File: config.mk
export PLATFORM = sky130hd
export DESIGN_NAME = ddr3_app_traffic_gen_flat
export DESIGN_NICKNAME = d
export VERILOG_FILES = /design/src/rtl/ddr3_app_traffic_gen_if.sv /design/src/rtl/ddr3_app_traffic_gen.sv /design/src/flat_wrapper.sv
export SDC_FILE = /design/constraint.sdc
export NUM_CORES = 1
export LEC_CHECK = 0
export CAP_MARGIN = 20
export CORE_AREA = 2 2 247 249
export DETAILED_ROUTE_END_ITERATION = 10
export DIE_AREA = 0 0 249 251
export HOLD_SLACK_MARGIN = 0.12
export SYNTH_ARGS = -nofsm -noshare
export SYNTH_HDL_FRONTEND = slang
export SYNTH_SLANG_ARGS = --single-unit
File: constraint.sdc
create_clock -name ui_clk -period 3.8 [get_ports ui_clk]
set_input_delay 0.38 -clock ui_clk [delete_from_list [all_inputs] [get_ports ui_clk]]
set_output_delay 0.38 -clock ui_clk [all_outputs]
set_load 0.03 [all_outputs]
File: src/rtl/ddr3_app_traffic_gen_if.sv
// MIG 7-series user (app) interface: command, write-data and read-data channels.
// A command transfers on a rising edge with app_en && app_rdy, a write beat with
// app_wdf_wren && app_wdf_rdy; the initiator holds valid and payload stable until that
// edge. app_rd_data_valid has no back-pressure and returns data in command order.
interface ddr3_app_traffic_gen_if;
   logic [29:0]  app_addr;
   logic [2:0]   app_cmd;
   logic         app_en;
   logic         app_rdy;
   logic [255:0] app_wdf_data;
   logic [31:0]  app_wdf_mask;
   logic         app_wdf_wren;
   logic         app_wdf_end;
   logic         app_wdf_rdy;
   logic [255:0] app_rd_data;
   logic         app_rd_data_valid;

   modport master (
      output app_addr, app_cmd, app_en, app_wdf_data, app_wdf_mask, app_wdf_wren, app_wdf_end,
      input  app_rdy, app_wdf_rdy, app_rd_data, app_rd_data_valid
   );

   modport slave (
      input  app_addr, app_cmd, app_en, app_wdf_data, app_wdf_mask, app_wdf_wren, app_wdf_end,
      output app_rdy, app_wdf_rdy, app_rd_data, app_rd_data_valid
   );
endinterface

File: src/rtl/ddr3_app_traffic_gen.sv
// DDR3 app-interface traffic generator: writes a counting pattern to NUM_BURSTS bursts,
// reads them back and compares. Define DDR3_TG_TIMEOUT_EN to add a read-phase watchdog.
module ddr3_app_traffic_gen #(
   parameter int          NUM_BURSTS     = 256,
   parameter logic [29:0] BASE_ADDR      = 30'h0,
   parameter int          ADDR_STEP      = 8,
   parameter logic [31:0] PATTERN_SEED   = 32'hA5A5_0000,
   parameter int          TIMEOUT_CYCLES = 4096
) (
   input  logic                          ui_clk,
   input  logic                          reset,
   input  logic                          start,
   input  logic                          init_calib_complete,
   ddr3_app_traffic_gen_if.master        app,
   output logic                          busy,
   output logic                          done,
   output logic                          pass,
   output logic [15:0]                   err_count,
   output logic [29:0]                   first_err_addr,
   output logic                          timeout,
   output logic [2:0]                    dbg_state
);
   localparam int            CW   = $clog2(NUM_BURSTS + 1);
   localparam logic [CW-1:0] LAST = CW'(NUM_BURSTS);

   typedef enum logic [2:0] {
      S_IDLE       = 3'd0,
      S_WAIT_CALIB = 3'd1,
      S_WRITE      = 3'd2,
      S_READ       = 3'd3,
      S_DONE       = 3'd4
   } state_e;

   state_e        state_q, state_d;
   logic [CW-1:0] wc_q, wc_d, wd_q, wd_d, rc_q, rc_d, rd_q, rd_d;
   logic [15:0]   err_q, err_d;
   logic [29:0]   ferr_q, ferr_d;
   logic          abort_q, abort_d;
   logic          cmd_en, cmd_rd, wdf_en;
   logic          start_run, rd_beat, to_fire;

   function automatic logic [29:0] addr_of(input logic [CW-1:0] idx);
      return BASE_ADDR + 30'(idx) * 30'(ADDR_STEP);
   endfunction

   function automatic logic [255:0] pattern_of(input logic [CW-1:0] idx);
      logic [31:0]  base;
      logic [255:0] p;
      p    = '0;
      base = PATTERN_SEED + (32'(idx) << 3);
      for (int k = 0; k < 8; k++) p[k*32 +: 32] = base + 32'(k);
      return p;
   endfunction

   always_ff @(posedge ui_clk or negedge reset) begin
      if (!reset) state_q <= S_IDLE;
      else        state_q <= state_d;
   end

   always_comb begin
      state_d = state_q;
      case (state_q)
         S_IDLE, S_DONE: if (start) state_d = init_calib_complete ? S_WRITE : S_WAIT_CALIB;
         S_WAIT_CALIB:   if (init_calib_complete) state_d = S_WRITE;
         S_WRITE: begin
            if (!init_calib_complete)             state_d = S_DONE;
            else if (wc_d == LAST && wd_d == LAST) state_d = S_READ;
         end
         S_READ: if (!init_calib_complete || to_fire || rd_d == LAST) state_d = S_DONE;
         default: state_d = S_IDLE;
      endcase
   end

   // Valids depend only on registered state and counters, never on the ready inputs.
   always_comb begin
      cmd_en = 1'b0;
      cmd_rd = 1'b0;
      wdf_en = 1'b0;
      busy   = 1'b0;
      done   = 1'b0;
      case (state_q)
         S_WAIT_CALIB: busy = 1'b1;
         S_WRITE: begin
            busy   = 1'b1;
            cmd_en = (wc_q != LAST);
            wdf_en = (wd_q != LAST);
         end
         S_READ: begin
            busy   = 1'b1;
            cmd_en = (rc_q != LAST);
            cmd_rd = 1'b1;
         end
         S_DONE:  done = 1'b1;
         default: ;
      endcase
   end

   assign app.app_en       = cmd_en;
   assign app.app_cmd      = {2'b00, cmd_en & cmd_rd};
   assign app.app_addr     = cmd_en ? addr_of(cmd_rd ? rc_q : wc_q) : 30'h0;
   assign app.app_wdf_wren = wdf_en;
   assign app.app_wdf_end  = wdf_en;
   assign app.app_wdf_data = wdf_en ? pattern_of(wd_q) : 256'h0;
   assign app.app_wdf_mask = 32'h0;

   assign start_run = ((state_q == S_IDLE) || (state_q == S_DONE)) && start;
   assign rd_beat   = (state_q == S_READ) && app.app_rd_data_valid;

   always_comb begin
      wc_d    = wc_q;
      wd_d    = wd_q;
      rc_d    = rc_q;
      rd_d    = rd_q;
      err_d   = err_q;
      ferr_d  = ferr_q;
      abort_d = abort_q;
      if (start_run) begin
         wc_d    = '0;
         wd_d    = '0;
         rc_d    = '0;
         rd_d    = '0;
         err_d   = '0;
         ferr_d  = '0;
         abort_d = 1'b0;
      end else begin
         if (state_q == S_WRITE && cmd_en && app.app_rdy) wc_d = wc_q + CW'(1);
         if (wdf_en && app.app_wdf_rdy)                   wd_d = wd_q + CW'(1);
         if (state_q == S_READ && cmd_en && app.app_rdy)  rc_d = rc_q + CW'(1);
         if (rd_beat) begin
            rd_d = rd_q + CW'(1);
            if (app.app_rd_data != pattern_of(rd_q)) begin
               if (err_q != 16'hFFFF) err_d = err_q + 16'd1;
               if (err_q == 16'h0)    ferr_d = addr_of(rd_q);
            end
         end
         if ((state_q == S_WRITE || state_q == S_READ) && !init_calib_complete) abort_d = 1'b1;
      end
   end

   always_ff @(posedge ui_clk or negedge reset) begin
      if (!reset) begin
         wc_q    <= '0;
         wd_q    <= '0;
         rc_q    <= '0;
         rd_q    <= '0;
         err_q   <= '0;
         ferr_q  <= '0;
         abort_q <= 1'b0;
      end else begin
         wc_q    <= wc_d;
         wd_q    <= wd_d;
         rc_q    <= rc_d;
         rd_q    <= rd_d;
         err_q   <= err_d;
         ferr_q  <= ferr_d;
         abort_q <= abort_d;
      end
   end

`ifdef DDR3_TG_TIMEOUT_EN
   // Counts READ cycles since the last returned beat.
   logic [31:0] to_cnt_q;
   logic        to_q;
   assign to_fire = (state_q == S_READ) && (to_cnt_q == 32'(TIMEOUT_CYCLES));
   always_ff @(posedge ui_clk or negedge reset) begin
      if (!reset) begin
         to_cnt_q <= '0;
         to_q     <= 1'b0;
      end else begin
         if (state_q != S_READ || app.app_rd_data_valid) to_cnt_q <= '0;
         else                                            to_cnt_q <= to_cnt_q + 32'd1;
         if (start_run)    to_q <= 1'b0;
         else if (to_fire) to_q <= 1'b1;
      end
   end
   assign timeout = to_q;
`else
   logic unused_timeout_cfg;
   assign unused_timeout_cfg = ^TIMEOUT_CYCLES;
   assign to_fire = 1'b0;
   assign timeout = 1'b0;
`endif

   assign pass           = done && (err_q == 16'h0) && !abort_q && !timeout;
   assign err_count      = err_q;
   assign first_err_addr = ferr_q;
   assign dbg_state      = state_q;
endmodule

File: src/flat_wrapper.sv
// flat-port wrapper written by rule: the top's interface ports become plain ports
module ddr3_app_traffic_gen_flat 
#(
   parameter int          NUM_BURSTS     = 256,
   parameter logic [29:0] BASE_ADDR      = 30'h0,
   parameter int          ADDR_STEP      = 8,
   parameter logic [31:0] PATTERN_SEED   = 32'hA5A5_0000,
   parameter int          TIMEOUT_CYCLES = 4096
)
  (ui_clk, reset, start, init_calib_complete, busy, done, pass, err_count, first_err_addr, timeout, dbg_state, app_app_addr, app_app_cmd, app_app_en, app_app_wdf_data, app_app_wdf_mask, app_app_wdf_wren, app_app_wdf_end, app_app_rdy, app_app_wdf_rdy, app_app_rd_data, app_app_rd_data_valid);
  ddr3_app_traffic_gen_if app_i ();
  input  logic ui_clk;
  input  logic reset;
  input  logic start;
  input  logic init_calib_complete;
  output logic busy;
  output logic done;
  output logic pass;
  output logic [15:0] err_count;
  output logic [29:0] first_err_addr;
  output logic timeout;
  output logic [2:0] dbg_state;
  output wire logic [$bits(app_i.app_addr)-1:0] app_app_addr;
  output wire logic [$bits(app_i.app_cmd)-1:0] app_app_cmd;
  output wire logic [$bits(app_i.app_en)-1:0] app_app_en;
  output wire logic [$bits(app_i.app_wdf_data)-1:0] app_app_wdf_data;
  output wire logic [$bits(app_i.app_wdf_mask)-1:0] app_app_wdf_mask;
  output wire logic [$bits(app_i.app_wdf_wren)-1:0] app_app_wdf_wren;
  output wire logic [$bits(app_i.app_wdf_end)-1:0] app_app_wdf_end;
  input wire logic [$bits(app_i.app_rdy)-1:0] app_app_rdy;
  input wire logic [$bits(app_i.app_wdf_rdy)-1:0] app_app_wdf_rdy;
  input wire logic [$bits(app_i.app_rd_data)-1:0] app_app_rd_data;
  input wire logic [$bits(app_i.app_rd_data_valid)-1:0] app_app_rd_data_valid;
  assign app_app_addr = app_i.app_addr;
  assign app_app_cmd = app_i.app_cmd;
  assign app_app_en = app_i.app_en;
  assign app_app_wdf_data = app_i.app_wdf_data;
  assign app_app_wdf_mask = app_i.app_wdf_mask;
  assign app_app_wdf_wren = app_i.app_wdf_wren;
  assign app_app_wdf_end = app_i.app_wdf_end;
  assign app_i.app_rdy = app_app_rdy;
  assign app_i.app_wdf_rdy = app_app_wdf_rdy;
  assign app_i.app_rd_data = app_app_rd_data;
  assign app_i.app_rd_data_valid = app_app_rd_data_valid;
  ddr3_app_traffic_gen #(.NUM_BURSTS(NUM_BURSTS), .BASE_ADDR(BASE_ADDR), .ADDR_STEP(ADDR_STEP), .PATTERN_SEED(PATTERN_SEED), .TIMEOUT_CYCLES(TIMEOUT_CYCLES)) u_core (.ui_clk(ui_clk), .reset(reset), .start(start), .init_calib_complete(init_calib_complete), .app(app_i), .busy(busy), .done(done), .pass(pass), .err_count(err_count), .first_err_addr(first_err_addr), .timeout(timeout), .dbg_state(dbg_state));
endmodule
==> impl_results.md <==
- Overflow after GRT: 0
- Max incr delay on CP: 0.86 ns
- Die ar.: 62500 um^2
- CP Cell Sequence: and4_1 -> mux2i_1 -> nor4_1 -> buf_4 -> nand4_1 -> nor4_4 -> buf_4 -> nor3_2 -> mux2i_1
- Tmin final: 3.38 ns
- Top FF cell, synth: dfrtp_1
- Vias per Instance: 3.51
- Cell taking the most area after synthesis: buf_4
- Sum Neg Setup Slack: 0 ns
- Crit end category: register
- PostCTS Resize Cnt: 0
- Worst-Margin Slew: 0.885 ns
- Worst Setup Start Kind: register
- Crit share post-route: 0.891
- PortBufs: 454
- Longest Clk Path Bufs: 2
- Post-Place Cell Area: 11300 um^2
- HPWL after DPL: 25.5 mm
- Netlist cell types: 67
- EDFF count, synth: 0
- Static Leak: 4.45 nW
- I/O Pins: 640
- Initial antenna violation count: 6
- FF+latch count, synth: 65
- Post-route ant nets: 0
- Critical Path RT: 3.99 ns
- Smallest setup slack after layout: 0.415 ns
- Total CTS buffers: 9
- Worst Setup SP: u_core.rd_q[0]$_DFF_PN0_
- First-pass GRT wire length: 43.2 mm
- Reg2Reg Setup Slack: 0.42 ns
- Pre-antenna DRT Iters: 5
- Met2 GRT Util: 0.161
- Synth top area cells: buf_4 32%, dfrtp_1 21%, mux2i_1 3.7%
- Sw Share: 0.482
- Drt drc: 0
- Post-layout nets: 1507
- Peak Freq: 0.295 GHz
- Pwr Density: 397 nW/um^2
- Dpl ws: 0.268 ns
- Grt met1 use: 0.100
- Internal power: 0.00240 W
- Clk_skew: 0.00714 ns
- DR iter-0 viols: 289
- FFs w/ async S/R, synth: 1.00
- R2R depth: 9
- Slew HR: 0.407
- Cells after Synth: 934
- WS Path Type: reg -> reg
- Design Area, Final: 11700 um^2
- Avg WL per Cell: 15.2 um
- Sequential Power Share: 0.183
- Finish-stage setup viols: 0
- Slowest stage cell, crit path: dfrtp_1
- Largest net degree at the start of global routing: 79
- Clock power frac: 0.183
- Total number of vias: 7117
- Worst-path clk slew: 0.06 ns
- CTS tree: done
- Final Power: 0.00463 W
- WP buf/inv: 2
- WL final: 30.9 mm
- Yosys warnings: 0
- Synth Area per Inst: 8.15 um^2
- H-tree levels: 3
- Core area: 59800 um^2
- Die width: 249 um
- Worst skew pair latency: 0.34 ns
- Peak supply drop: 0.000256 V
- Final core occ: 0.195
- Crit path max fanout: 32
- Final hold viol count: 0
- Top cells by count, synth: 325 x buf_4, 65 x dfrtp_1, 63 x nor2_1, 36 x nand2_1, 32 x nand4_1
- Slew Viols, Final: 0
- Most frequent cell after synthesis: buf_4
- Grt met3 use: 0.0269
- Hold crit path type: in -> async
- Vias in the first global route: 6838
- Status: completed
- RSZ-0062 raised after global routing: no
- Syn Std Cell Area: 7610 um^2
- Fraction of layout cells with a size suffix above 1: 0.0354
- Rows: 90
- Die height: 251 um
- Gr busiest metal: met2
- Comb power frac: 0.634
- Maxcap violations: 0
- Worst R2R Start: u_core.rd_q[0]$_DFF_PN0_
- Clock root buffer master: clkbuf_16
- Starting density of the core: 0.127
- Synth-to-layout area growth: 53.0%
- Worst r2r dst: u_core.first_err_addr[3]$_DFFE_PN0P_
- GR Util All Layers: 0.0909
- Sequential area share after synthesis: 0.214
- CTS sink cnt: 65
- Psw: 0.00223 W
- Worst path top cell family by delay: simple AND/OR/NAND/NOR gates
- CP arrival: 3.57 ns
- Synth top area share: 0.320
- Gpl congestion: 0.849
-- cell families (layout without fill, tap and decap cells) --
group           Yosys count  after routing  synth area share
compound gates           75             75            0.0677
xor+xnor                 45             45            0.0518
fa+ha+maj                 7              7            0.0115
buf+inv                 382            506             0.355
flops                    65             65             0.214
mux                      29             29            0.0383
other cells               1            189          0.000492
simple gates            330            330             0.262
-- sequential cells by signal, indices dropped and copies added, names as in the netlist --
signal                 count
u_core.dbg_state           3
u_core.abort_q             1
u_core.rc_q                9
u_core.err_count          16
u_core.rd_q                9
u_core.wd_q                9
u_core.wc_q                9
u_core.first_err_addr      9
-- cell type report --
cell class,instances,area [um^2]
Antenna cell,4,10.0
Clock buffer,10,229
Clock inverter,6,68.8
Fill cell,6598,48100
Inverter,21,78.8
Multi-Input combinational cell,671,3980
Sequential cell,65,1630
Tap cell,782,978
Timing Repair Buffer,469,4680
-- timing repair --
item	CTS	global route
buffers inserted	0	0
endpoints found under the hold margin	8	0
hold buffers	1	0
-- power groups by stage --
| stage | Clock (W) | Sequential (W) | Combinational, W |
|---|---|---|---|
| 4_1_cts | 0.000877 | 0.000849 | 0.00295 |
| 3_5_place_dp | 0 | 0.000861 | 0.00294 |
| 5_1_grt | 0.000904 | 0.000860 | 0.00309 |
| 3_3_place_gp | 0 | 0.000857 | 0.00292 |
| 2_1_floorplan | 0 | 0.000842 | 0.00229 |
| 6_report | 0.000847 | 0.000848 | 0.00293 |
-- metrics by stage --
step / hold slack, ns / instances
final: 0.449 / 2028
after global routing: 0.467 / 2028
after global placement: 0.491 / 2006
after CTS: 0.442 / 2024
after detailed placement: 0.287 / 2007
after floorplan: 0.0844 / 1118
-- layer usage --
| layer | share of wire | routed length [um] | vias up |
|---|---|---|---|
| met1 | 0.38 | 11700 | 3344 |
| met5 | 0.00062 | 19 | - |
| met2 | 0.50 | 15400 | 349 |
| met4 | 0.039 | 1210 | 2 |
| met3 | 0.081 | 2500 | 51 |
| li1 | - | - | 3371 |
-- worst max path at each step --
stage,to,cells past startpoint
finish,u_core.first_err_addr[3]$_DFFE_PN0P_,9
global route,u_core.first_err_addr[10]$_DFFE_PN0P_,9
CTS,u_core.first_err_addr[3]$_DFFE_PN0P_,9
detailed placement,u_core.first_err_addr[3]$_DFFE_PN0P_,10
global placement,u_core.first_err_addr[11]$_DFFE_PN0P_,9
floorplan,app_app_wdf_data[112],5
-- placed cells by master, fill, tap and decap left out, types with 20 or more instances in the layout --
master           instances
and3_1                  20
clkdlybuf4s50_1        453
conb_1                 185
dfrtp_1                 65
inv_1                   21
mux2i_1                 28
nand2_1                 36
nand3_1                 26
nand4_1                 32
nor2_1                  63
nor3_1                  27
nor4_1                  24
nor4bb_1                20
xnor2_1                 31
Power figures use the tool's default switching activity.
==> RTL change 1: new RTL, config.mk and constraints unchanged <==
`NUM_BURSTS` is set to 256 in 2 places; all go to 1024.
--- a/src/rtl/ddr3_app_traffic_gen.sv
+++ b/src/rtl/ddr3_app_traffic_gen.sv
@@ -1,7 +1,7 @@
 // DDR3 app-interface traffic generator: writes a counting pattern to NUM_BURSTS bursts,
 // reads them back and compares. Define DDR3_TG_TIMEOUT_EN to add a read-phase watchdog.
 module ddr3_app_traffic_gen #(
-   parameter int          NUM_BURSTS     = 256,
+   parameter int          NUM_BURSTS     = 1024,
    parameter logic [29:0] BASE_ADDR      = 30'h0,
    parameter int          ADDR_STEP      = 8,
    parameter logic [31:0] PATTERN_SEED   = 32'hA5A5_0000,
--- a/src/flat_wrapper.sv
+++ b/src/flat_wrapper.sv
@@ -1,7 +1,7 @@
 // flat-port wrapper written by rule: the top's interface ports become plain ports
 module ddr3_app_traffic_gen_flat 
 #(
-   parameter int          NUM_BURSTS     = 256,
+   parameter int          NUM_BURSTS     = 1024,
    parameter logic [29:0] BASE_ADDR      = 30'h0,
    parameter int          ADDR_STEP      = 8,
    parameter logic [31:0] PATTERN_SEED   = 32'hA5A5_0000,
Formal check against the unedited RTL: no difference found for any inputs over 4 cycles, from zero or initial values and one cycle with reset low; that may be too few to reach the edited logic, so the function may still have changed.
==> RTL change 1 against the original RTL <==
Setup slack worse by 220 ps. Total power down 4.0%. Utilization up 1.3 points. Non-clock buffer count up 32. Clock skew about the same. Sequential cell count up 10. Synthesized area up 5.8%. Worst hold slack worse by 39 ps. First-iteration DRC count up 44%. Final area up 6.7%. Routed wire length up 10%. Largest power group unchanged.
==> RTL change 1: results (changes against the original RTL) <==
Status
  – Outcome: completed

Timing
  – Worst Skew: 7.21 ps (+0.0743 ps)

Yosys
  – Area contributors post-synth: buf_4, dfrtp_1, xnor2_1, nor2_1, mux2i_1
  – Synth unique cells: 63 (-6.0%)
  – Post-synthesis mux area share: 3.49% (-0.33 points)
  – Post-synthesis xor/xnor area fraction: 7.28% (+2.1 points)
  – Post-synthesis adder-cell area fraction: 1.09% (-0.063 points)
  – Register area share after synthesis: 23.3% (+1.9 points)
  – Synthesized instance count: 1,001 (+7.2%)

Setup path
  – CP max FO: 78 (+140%)
  – Data arrival, critical path: 3230 ps (-340 ps)

Cells and area
  – Final nets: 1,592 (+5.6%)
  – Number of fill cells: 6,554 (-0.67%)
  – Share of layout cells above drive strength 1: 4.82% (+1.3 points)

Placement
  – Gpl congestion: 0.820 (-3.5%)
  – Post-DP HPWL: 28.4 mm (+11%)
  – Cell Area, Placed: 12,000 um2 (+6.2%)
  – # port buffers: 474 (+4.4%)

GRT
  – First-pass GRT wire length: 47.4 mm (+9.8%)
  – Vias in the first global route: 7,049 (+3.1%)
  – Met1 GRT Util: 12.7% (+2.7 points)
  – Met3 usage: 1.80% (-0.89 points)

Pwr
  – Max VDD drop: 306 uV (+19%)
  – Internal power: 2450 uW (+1.9%)
  – Leak: 0.00483 uW (+8.5%)

Route
  – TritonRoute pass-1 iters: 6 (+1)
  – Initial drt markers: 415 (+44%)
## RTL change 1: per-layer routing
layer / share of wire [%] / wire, um / vias to the layer above
met5: 0 / 0 / -
met4: 2.6 / 872 / 0
met3: 6.7 / 2290 / 30
met2: 49 / 16700 / 383
met1: 42 / 14200 / 3583
li1: - / - / 3597
## RTL change 1: worst paths after layout
kind	from	to	slack, ps	cells after the start
min in group ui_clk	u_core.abort_q	u_core.abort_q	510	2
setup reg to reg	u_core.rd_q[0]	u_core.err_count[6]	320	10
setup / recovery	u_core.dbg_state[1]	app_app_wdf_data[31]	190	4
hold reg to reg	u_core.abort_q	u_core.abort_q	510	2
hold / removal	reset	u_core.err_count[1]	410	2
max in group asynchronous	reset	u_core.err_count[9]	2830	3
## RTL change 1: kinds of logic after synthesis
family                     count (synthesis)
adders and majority gates                  7
other                                      1
AOI/OAI and AO/OA                         68
xor gates and xnor gates                  67
and+or+nand+nor                          378
DFF                                       75
muxes                                     28
buffers and inverters                    377
## RTL change 1: area by class of cell
class                           count  area [um2]  share of cell area [%]
Antenna cell                        5        12.5                   0.101
Tap cell                          782         978                    7.87
Multi-Input combinational cell    713        4180                    33.6
Timing Repair Buffer              501        4970                    40.0
Clock buffer                       11         243                    1.95
Clock inverter                      5        85.1                   0.685
Sequential cell                    75        1880                    15.1
Inverter                           22        82.6                   0.664
## RTL change 1: critical path, cell delays in order (launching register included)
cell and delay (ps):
dfrtp_1 630, or3b_2 570, a41oi_4 260, buf_4 570, clkdlybuf4s50_1 800
## RTL change 1: power by group through the flow
stage	clock network [uW]	logic, uW	registers [uW]
6_report	950	2570	923
5_1_grt	1000	2700	936
4_1_cts	976	2580	927
3_5_place_dp	0	2570	941
3_3_place_gp	0	2550	939
2_1_floorplan	0	2000	920
==> RTL change 2: new RTL, same flow settings <==
Without the edit above. Take the reset off `wd_q` and load it in a clocked block of its own.
--- a/src/rtl/ddr3_app_traffic_gen.sv
+++ b/src/rtl/ddr3_app_traffic_gen.sv
@@ -140,7 +140,6 @@
    always_ff @(posedge ui_clk or negedge reset) begin
       if (!reset) begin
          wc_q    <= '0;
-         wd_q    <= '0;
          rc_q    <= '0;
          rd_q    <= '0;
          err_q   <= '0;
@@ -148,13 +147,16 @@
          abort_q <= 1'b0;
       end else begin
          wc_q    <= wc_d;
-         wd_q    <= wd_d;
          rc_q    <= rc_d;
          rd_q    <= rd_d;
          err_q   <= err_d;
          ferr_q  <= ferr_d;
          abort_q <= abort_d;
       end
+   end
+
+   always_ff @(posedge ui_clk) begin
+      wd_q <= wd_d;
    end
 
 `ifdef DDR3_TG_TIMEOUT_EN
Formal check against the unedited RTL: same outputs for any inputs over 4 cycles, from zero or initial values and one cycle with reset low; that may be too few to reach the edited logic, so the function may still have changed.
==> RTL change 2 against the original RTL <==
Cell count did not move. Sequential cell count unchanged. Combinational power shrank 2%. Total power is 0.91% higher. Synthesized area decreased by 0.59%. Setup slack improved by 220 ps. Largest cell class unchanged. Final area decreased by 0.34%. Sequential share of layout area is 0.34 points lower. Routed wire length down 2.5%.
==> RTL change 2: results (changes against the original RTL) <==
Setup path
  – Reg-to-Reg End: u_core.first_err_addr[9]
  – RR Startpoint: u_core.rd_q[0]
  – Worst path slowest cell: clkdlybuf4s50_1
  – CP max FO: 12 (-63%)
  – Reg2Reg Depth: 9 (unchanged)
  – CP top delay family: buffers and inverters
  – Data arrival, critical path: 2790 ps (-780 ps)
  – Worst R2R Setup Slack: 650 ps (+230 ps)
  – CP peak stage delay: 690 ps (-170 ps)

Cells and area
  – Final nets: 1,506 (-0.066%)
  – Share of layout cells above drive strength 1: 3.46% (-0.078 points)
  – Max reg flops: 16 (unchanged)

Placement
  – Pre-CTS WS: 487 ps (+219 ps)
  – Post-DP HPWL: 25.0 mm (-2.2%)
  – Cell Area, Placed: 11,300 um2 (-0.57%)
  – Gpl congestion: 0.857 (+0.85%)

GRT
  – Global Route Usage Sum: 8.93% (-0.16 points)
  – Largest net degree at the start of global routing: 79 (unchanged)
  – First-pass GRT wire length: 42.7 mm (-0.99%)
  – Met2 usage: 15.9% (-0.16 points)
  – Vias in the first global route: 6,846 (+0.12%)
  – Initial antenna violation count: 5 (-1)
  – Met3 usage: 2.77% (+0.083 points)
  – Met1 GRT Util: 9.62% (-0.38 points)

Clocking
  – Worst-case clock buffer depth: 2 (unchanged)
  – Root Buffer: clkbuf_16
  – Worst-Skew Late Latency: 350 ps
  – Htree depth: 3 (unchanged)
  – Total CTS buffers: 9 (unchanged)
  – Post-CTS setup buffer count: 0 (unchanged)
  – Clock-pin slew on the worst setup and hold paths: 60 ps (about the same)
  – Post_cts resized: 0 (unchanged)

Route
  – DR top layer: met4
  – Via/cell ratio: 3.49 (-0.53%)
  – TritonRoute pass-1 iters: 4 (-1)
  – Met2 wire length: 15.3 mm (-0.80%)
  – Initial drt markers: 342 (+18%)
  – Met1 Wirelength: 11.5 mm (-2.0%)
  – DRT Wirelength: 30.1 mm (-2.5%)
  – Metal3 WL: 2.35 mm (-6.0%)

Yosys
  – Area contributors post-synth: buf_4, dfrtp_1, mux2i_1, xnor2_1, nor2_1
  – Synth cell count leaders: buf_4, nor2_1, dfrtp_1, nand2_1, nand4_1
  – Register area share after synthesis: 20.9% (-0.47 points)
  – Synth async-reset ratio: 86.2% (-14 points)
  – Synth unique cells: 68 (+1.5%)
  – Ys Warns: 0 (unchanged)

Pwr
  – Max VDD drop: 286 uV (+11%)
  – Leak: 0.00440 uW (-1.0%)
  – P_sw: 2220 uW (-0.36%)

Timing
  – Worst slew pin tran: 1010 ps (+125 ps)
  – Worst Skew: 5.55 ps (-1.59 ps)

Min path
  – Hold Path Sink: u_core.abort_q
  – HP Class: flip-flop to flip-flop
  – HP Start: u_core.abort_q
  – Hold path cells: 2

Status
  – Outcome: completed
[RTL change 2: kinds of logic after synthesis]
kind of cell	after synthesis	synth area share [%]
buffers and inverters	382	35.7
and+or+nand+nor	330	26.4
AOI/OAI and AO/OA	75	6.81
DFF	65	20.9
xor gates and xnor gates	45	5.21
muxes	29	3.85
adders and majority gates	7	1.16
other	1	0.0495
[RTL change 2: area by class of cell]
cell class              instances  area (um2)
clock buffers                   9         225
clock inverters                 7        95.1
multi-input cells             671        3980
fillers                      6558       48200
flip-flops and latches         65        1580
repair buffers                468        4660
inverters                      21        78.8
well taps                     782         978
diodes                          5        12.5
[RTL change 2: worst max-delay path by stage]
stage / to / cells after the start / start / slack, ps
3_3_place_gp: u_core.first_err_addr[4] / 8 / app_app_rd_data[157] / 570
6_report: app_app_addr[3] / 6 / u_core.dbg_state[2] / 630
5_1_grt: u_core.first_err_addr[9] / 9 / u_core.rd_q[0] / 410
3_5_place_dp: u_core.first_err_addr[9] / 9 / app_app_rd_data[57] / 490
4_1_cts: u_core.first_err_addr[9] / 9 / u_core.rd_q[0] / 570
2_1_floorplan: app_app_wdf_data[112] / 5 / u_core.dbg_state[1] / 170
[RTL change 2: stage by stage]
stage               instances  hold WS, ps  util [%]
floorplan                1118         84.4         -
global placement         2006          392      18.8
detailed placement       2006          399      18.8
CTS                      2023          512      19.4
global route             2027          547      19.4
finish                   2028          503      19.4
[RTL change 2: power groups by stage]
stage | Clock, uW | Combinational (uW) | Sequential [uW]
6_report | 918 | 2870 | 886
5_1_grt | 963 | 3010 | 903
4_1_cts | 934 | 2890 | 890
3_5_place_dp | 0 | 2880 | 902
3_3_place_gp | 0 | 2850 | 901
2_1_floorplan | 0 | 2290 | 841
